$ cat src/rtl/upsample_pkg.sv
// Shared types and width helpers for the interpolating upsampler.
package upsample_pkg;

  typedef enum logic [0:0] {
    IDLE = 1'b0,
    EMIT = 1'b1
  } state_t;

  // Accumulator width: sample, N fractional bits, one guard/sign bit.
  function automatic int unsigned acc_w(input int unsigned width, input int unsigned n);
    return width + n + 1;
  endfunction

  // Signed difference of two samples needs one extra bit.
  function automatic int unsigned delta_w(input int unsigned width);
    return width + 1;
  endfunction

endpackage

$ cat src/rtl/upsample_ramp.sv
// Upsampler datapath: per-burst delta, ramp accumulator and output truncation.
// UPSAMPLE_INTERP_LINEAR_EN selects the linear ramp; otherwise a zero-order hold.
module upsample_ramp
  import upsample_pkg::*;
#(
  parameter int unsigned WIDTH = 32
`ifdef UPSAMPLE_INTERP_LINEAR_EN
  ,
  parameter int unsigned N     = 1,
  parameter int unsigned SIG   = 0
`endif
) (
  input  logic             clk,
  input  logic             rst,
  input  logic             load,
`ifdef UPSAMPLE_INTERP_LINEAR_EN
  input  logic             step,
`endif
  input  logic [WIDTH-1:0] x,
  output logic [WIDTH-1:0] data
);

`ifdef UPSAMPLE_INTERP_LINEAR_EN
  localparam int unsigned DW = delta_w(WIDTH);
  localparam int unsigned AW = acc_w(WIDTH, N);

  logic [WIDTH-1:0]     prev;
  logic                 prev_vld;
  logic [WIDTH-1:0]     base;
  logic signed [DW-1:0] x_ext;
  logic signed [DW-1:0] base_ext;
  logic signed [DW-1:0] delta;
  logic signed [DW-1:0] delta_q;
  logic signed [AW-1:0] acc_base;
  logic signed [AW-1:0] acc;
  logic                 unused_acc_bits;

  // The first sample after reset has no predecessor, so it ramps from itself.
  assign base     = prev_vld ? prev : x;
  assign x_ext    = (SIG != 0) ? {x[WIDTH-1], x} : {1'b0, x};
  assign base_ext = (SIG != 0) ? {base[WIDTH-1], base} : {1'b0, base};
  assign delta    = x_ext - base_ext;
  assign acc_base = AW'(base_ext) <<< N;

  // Load starts the ramp at beat 1; step advances one beat; otherwise hold.
  always_ff @(posedge clk) begin
    if (rst) begin
      acc      <= '0;
      delta_q  <= '0;
      prev     <= '0;
      prev_vld <= 1'b0;
    end else if (load) begin
      acc      <= acc_base + AW'(delta);
      delta_q  <= delta;
      prev     <= x;
      prev_vld <= 1'b1;
    end else if (step) begin
      acc      <= acc + AW'(delta_q);
    end
  end

  // Dropping the N fraction bits is an arithmetic shift with floor rounding.
  assign data            = acc[N +: WIDTH];
  assign unused_acc_bits = ^acc;
`else
  logic [WIDTH-1:0] hold_q;

  // Every beat of a burst repeats the accepted sample.
  always_ff @(posedge clk) begin
    if (rst) begin
      hold_q <= '0;
    end else if (load) begin
      hold_q <= x;
    end
  end

  assign data = hold_q;
`endif

endmodule

$ cat src/rtl/upsample_interp.sv
// Interpolating upsampler: one input sample expands into a burst of 2^N beats.
// Define UPSAMPLE_INTERP_LINEAR_EN for linear interpolation; default is zero-order hold.
module upsample_interp
  import upsample_pkg::*;
#(
  parameter int unsigned WIDTH = 32,
  parameter int unsigned N     = 1,
  parameter int unsigned SIG   = 0
) (
  input  logic             clk,
  input  logic             rst,
  input  logic             i_vld,
  output logic             i_rdy,
  input  logic [WIDTH-1:0] i_data,
  output logic             o_vld,
  input  logic             o_rdy,
  output logic [WIDTH-1:0] o_data,
  output logic             o_last
);

  localparam int unsigned   CW       = (N > 0) ? N : 1;
  localparam logic [CW-1:0] LAST_CNT = CW'((1 << N) - 1);

  if (SIG > 1) begin : g_sig_check
    $error("upsample_interp: SIG must be 0 or 1");
  end

  state_t        state;
  state_t        state_nxt;
  logic [CW-1:0] cnt;
  logic [CW-1:0] cnt_nxt;
  logic          vld_nxt;
  logic          last_nxt;
  logic          accept;
  logic          beat_done;
  logic          load;
`ifdef UPSAMPLE_INTERP_LINEAR_EN
  logic          step;
`endif

  // A new sample can enter while idle or on the handshake of the final beat.
  assign beat_done = o_vld & o_rdy;
  assign i_rdy     = ~rst & ((state == IDLE) | (beat_done & o_last));
  assign accept    = i_vld & i_rdy;

  // Next-state, beat counter and control decode.
  always_comb begin
    state_nxt = state;
    cnt_nxt   = cnt;
    vld_nxt   = o_vld;
    last_nxt  = o_last;
    load      = 1'b0;
`ifdef UPSAMPLE_INTERP_LINEAR_EN
    step      = 1'b0;
`endif
    case (state)
      IDLE: begin
        if (accept) begin
          state_nxt = EMIT;
          cnt_nxt   = '0;
          vld_nxt   = 1'b1;
          last_nxt  = (N == 0);
          load      = 1'b1;
        end
      end
      EMIT: begin
        if (beat_done) begin
          if (o_last) begin
            if (accept) begin
              state_nxt = EMIT;
              cnt_nxt   = '0;
              vld_nxt   = 1'b1;
              last_nxt  = (N == 0);
              load      = 1'b1;
            end else begin
              state_nxt = IDLE;
              vld_nxt   = 1'b0;
              last_nxt  = 1'b0;
            end
          end else begin
            cnt_nxt  = cnt + CW'(1);
            last_nxt = ((cnt + CW'(1)) == LAST_CNT);
`ifdef UPSAMPLE_INTERP_LINEAR_EN
            step     = 1'b1;
`endif
          end
        end
      end
      default: begin
        state_nxt = IDLE;
        vld_nxt   = 1'b0;
        last_nxt  = 1'b0;
      end
    endcase
  end

  // State, counter and handshake outputs.
  always_ff @(posedge clk) begin
    if (rst) begin
      state  <= IDLE;
      cnt    <= '0;
      o_vld  <= 1'b0;
      o_last <= 1'b0;
    end else begin
      state  <= state_nxt;
      cnt    <= cnt_nxt;
      o_vld  <= vld_nxt;
      o_last <= last_nxt;
    end
  end

  upsample_ramp #(
    .WIDTH (WIDTH)
`ifdef UPSAMPLE_INTERP_LINEAR_EN
    ,
    .N     (N),
    .SIG   (SIG)
`endif
  ) u_ramp (
    .clk  (clk),
    .rst  (rst),
    .load (load),
`ifdef UPSAMPLE_INTERP_LINEAR_EN
    .step (step),
`endif
    .x    (i_data),
    .data (o_data)
  );

endmodule

$ cat config.mk
export PLATFORM = sky130hd
export DESIGN_NAME = upsample_interp
export DESIGN_NICKNAME = d
export VERILOG_FILES = /design/src/rtl/upsample_pkg.sv /design/src/rtl/upsample_ramp.sv /design/src/rtl/upsample_interp.sv
export SDC_FILE = /design/constraint.sdc
export NUM_CORES = 1
export LEC_CHECK = 0
export ABC_AREA = 1
export BUFFER_PORTS_ARGS = -buffer_cell sky130_fd_sc_hd__buf_2
export CAP_MARGIN = 20
export CORE_MARGIN = 3
export CORE_UTILIZATION = 35
export CTS_CLUSTER_SIZE = 20
export DETAILED_ROUTE_END_ITERATION = 8
export MAX_ROUTING_LAYER = met4
export PLACE_DENSITY = 0.67
export RECOVER_POWER = 100
export SLEW_MARGIN = 30
export SYNTH_ARGS = -nofsm -noshare
export SYNTH_HDL_FRONTEND = slang
export SYNTH_SLANG_ARGS = --single-unit
$ cat constraint.sdc
create_clock -name clk -period 1.52 [get_ports clk]
set_clock_uncertainty 0.2 [all_clocks]
set_input_delay 0.228 -clock clk [delete_from_list [all_inputs] [get_ports clk]]
set_output_delay 0.228 -clock clk [all_outputs]
set_load 0.01 [all_outputs]
==> impl_metrics.toml <==
[placement]
place.gp.congestion = 0.6854
dp_cells = 282
hpwl_um = 2423
io_buffers = 70
placed_area_sq_um = 1841

[yosys]
yosysUniqueCellTypes = 19
yosys_warnings = 0
syn-instance-count = 170
async_flop_share = 0
ys_ff_latch = 36
synth_area_sq_um = 1433
avgSynthCellArea_sq_um = 8.427
synth_nets = 206
ys_seq_area_frac = 0.5031
synth_ff_type = "dfxtp_1"
synth_edf_count = 0

[route]
viasPerCell = 4.718
drtIter0Drc = 50
detail_route.first_pass.iterations = 4
ant_nets = 0
num_vias = 1538
drc_errors = 0
wl_um = 4003
drt-wirelength-per-cell_um = 12.28

[setup_path]
end_kind = "output port"
worstPathArrival_ps = 1020
crit_fanout = 3
cp-start-kind = "register"
required_ps = 1090
critPathKind = "register to output port"

[sta]
min_period_ps = 1445
finalCritPeriodShare = 0.9506
final_hold_viol_count = 0
report.final.slew_viol_count = 0
relSlewSlack = 0.8559
fmaxAchievable_ghz = 0.6921
whs_ps = 133.9
setup_viol = 0
tightest_slew_ps = 216.1

[final_layout]
nFillCells = 346
stdcell_area_sq_um = 2268
insertedDiodeCount = 0
multi_input_area_sq_um = 599.3
final_cells = 326
fin_util = 0.5972
nNetsFinal = 313
drive_gt1_frac = 0.2518
seqCellArea_sq_um = 724.4
final_cell_mix = "nand3_1, buf_2, nand2_1, clkbuf_1"
layout_commonest_cell = "nand3_1"
synthToLayoutAreaGrowth_pct = 58.34

[clock_tree]
cts_buffers = 5
clk_latency_ps = 270
cts_tree = "yes"
htreeDepth = 2
cts.sinks = 36
cts_root_buffer = "clkbuf_8"
path_clk_slew_ps = 70
clockBufferDepth = 2

[grt]
antenna_found_initial = 0
met1_usage = 0.2002
met2_usage = 0.2865
grt_busiest_layer = "met2"
grt_overflow_total = 0
gr-usage-met3 = 0.05036
grt_pass1_wl_um = 6651
grt_start_max_net_pins = 37
first_global_vias = 1462
grt_usage = 0.1725

[floorplanning]
design.die.area_sq_um = 4897
boundaryPins = 71
die_y_um = 69.98
rows = 22
fp.dieW_um = 69.98
coreArea_sq_um = 3799
start_util = 0.3771

[pwr]
power_density_nw_per_um2 = 929.0
ir_drop_mv = 0.5597
power_leakage_uw = 0.001073

[flow_run]
maxCapViolCount = 0

[worst_hold_path]
hold_path_class = "input pin to register"

[run_status]
status = "completed"
[per-stage QoR]
step / setup slack [ps] / total power (uW) / setup TNS [ps]
after global routing: -3.869 / 2219 / -3.869
final: 75.14 / 2107 / 0
after CTS: 2.444 / 2127 / 0
after detailed placement: 155.2 / 1363 / 0
after global placement: 191.9 / 1361 / 0
after floorplan: 138.4 / 1222 / 0
[registers in the layout (all words and copies together), names as in the netlist]
name / flops
cnt: 1
o_last: 1
o_vld: 1
state: 1
u_ramp.data: 32
[cell families after synthesis]
family,synth area share
simple gates,0.3939
compound gates,0.01397
buf+inv,0.08907
flops,0.5031
[area by class of cell]
cell class                 count  area share
sequential                    36      0.3194
inverter                       6    0.009928
clock buffer                   8     0.03971
tap                           48     0.02648
timing repair buffer         113      0.3403
multi-input combinational    115      0.2642
[critical path: stages (launching register included)]
cell and delay [ps]:
dfxtp_2 360, nand2_4 70, nand2_4 70, nand2_4 50
nor2_4 90, buf_6 110
[path summary, 6_finish.rpt]
path / startpoint / to / slack (ps) / depth (start not counted)
max: o_vld$_SDFFE_PP0P_ / i_rdy / 80 / 5
min: i_vld / o_vld$_SDFFE_PP0P_ / 130 / 3
max reg2reg: o_last$_SDFFE_PP0P_ / u_ramp.data[30]$_SDFFE_PP0P_ / 100 / 7
min reg2reg: u_ramp.data[16]$_SDFFE_PP0P_ / u_ramp.data[16]$_SDFFE_PP0P_ / 260 / 2
[cells in the mapped netlist (2+ instances only)]
| cell | number | area (sq um) |
|---|---|---|
| o21ai_1 | 3 | 15.01 |
| nand3_2 | 5 | 50.05 |
| inv_1 | 4 | 15.01 |
| clkbuf_1 | 2 | 7.510 |
| nand3_1 | 60 | 300.3 |
| nor2_1 | 2 | 7.510 |
| nand2_2 | 4 | 25.02 |
| buf_1 | 2 | 7.510 |
| buf_6 | 6 | 67.56 |
| nand2_1 | 36 | 135.1 |
| buf_4 | 3 | 22.52 |
| dfxtp_1 | 36 | 720.7 |
[report_power, final]
group	switching, uW	internal (uW)
Sequential	33.6	1000
Clock	319	370
Combinational	191	192
Total	543	1560
[metal layers]
| metal | vias to the layer above | share of wire |
|---|---|---|
| met5 | - | 0 |
| met4 | 0 | 0.013 |
| met3 | 8 | 0.054 |
| met2 | 51 | 0.50 |
| met1 | 695 | 0.43 |
| li1 | 784 | - |
[repair_timing]
action                     CTS  global route
resized for setup            2             6
pin swaps                    1             1
hold endpoints to repair    33             0
buffers inserted             3             0
hold buffers                33             0
setup endpoints to repair    1             4
No activity file was read; power rests on OpenSTA's default activity.
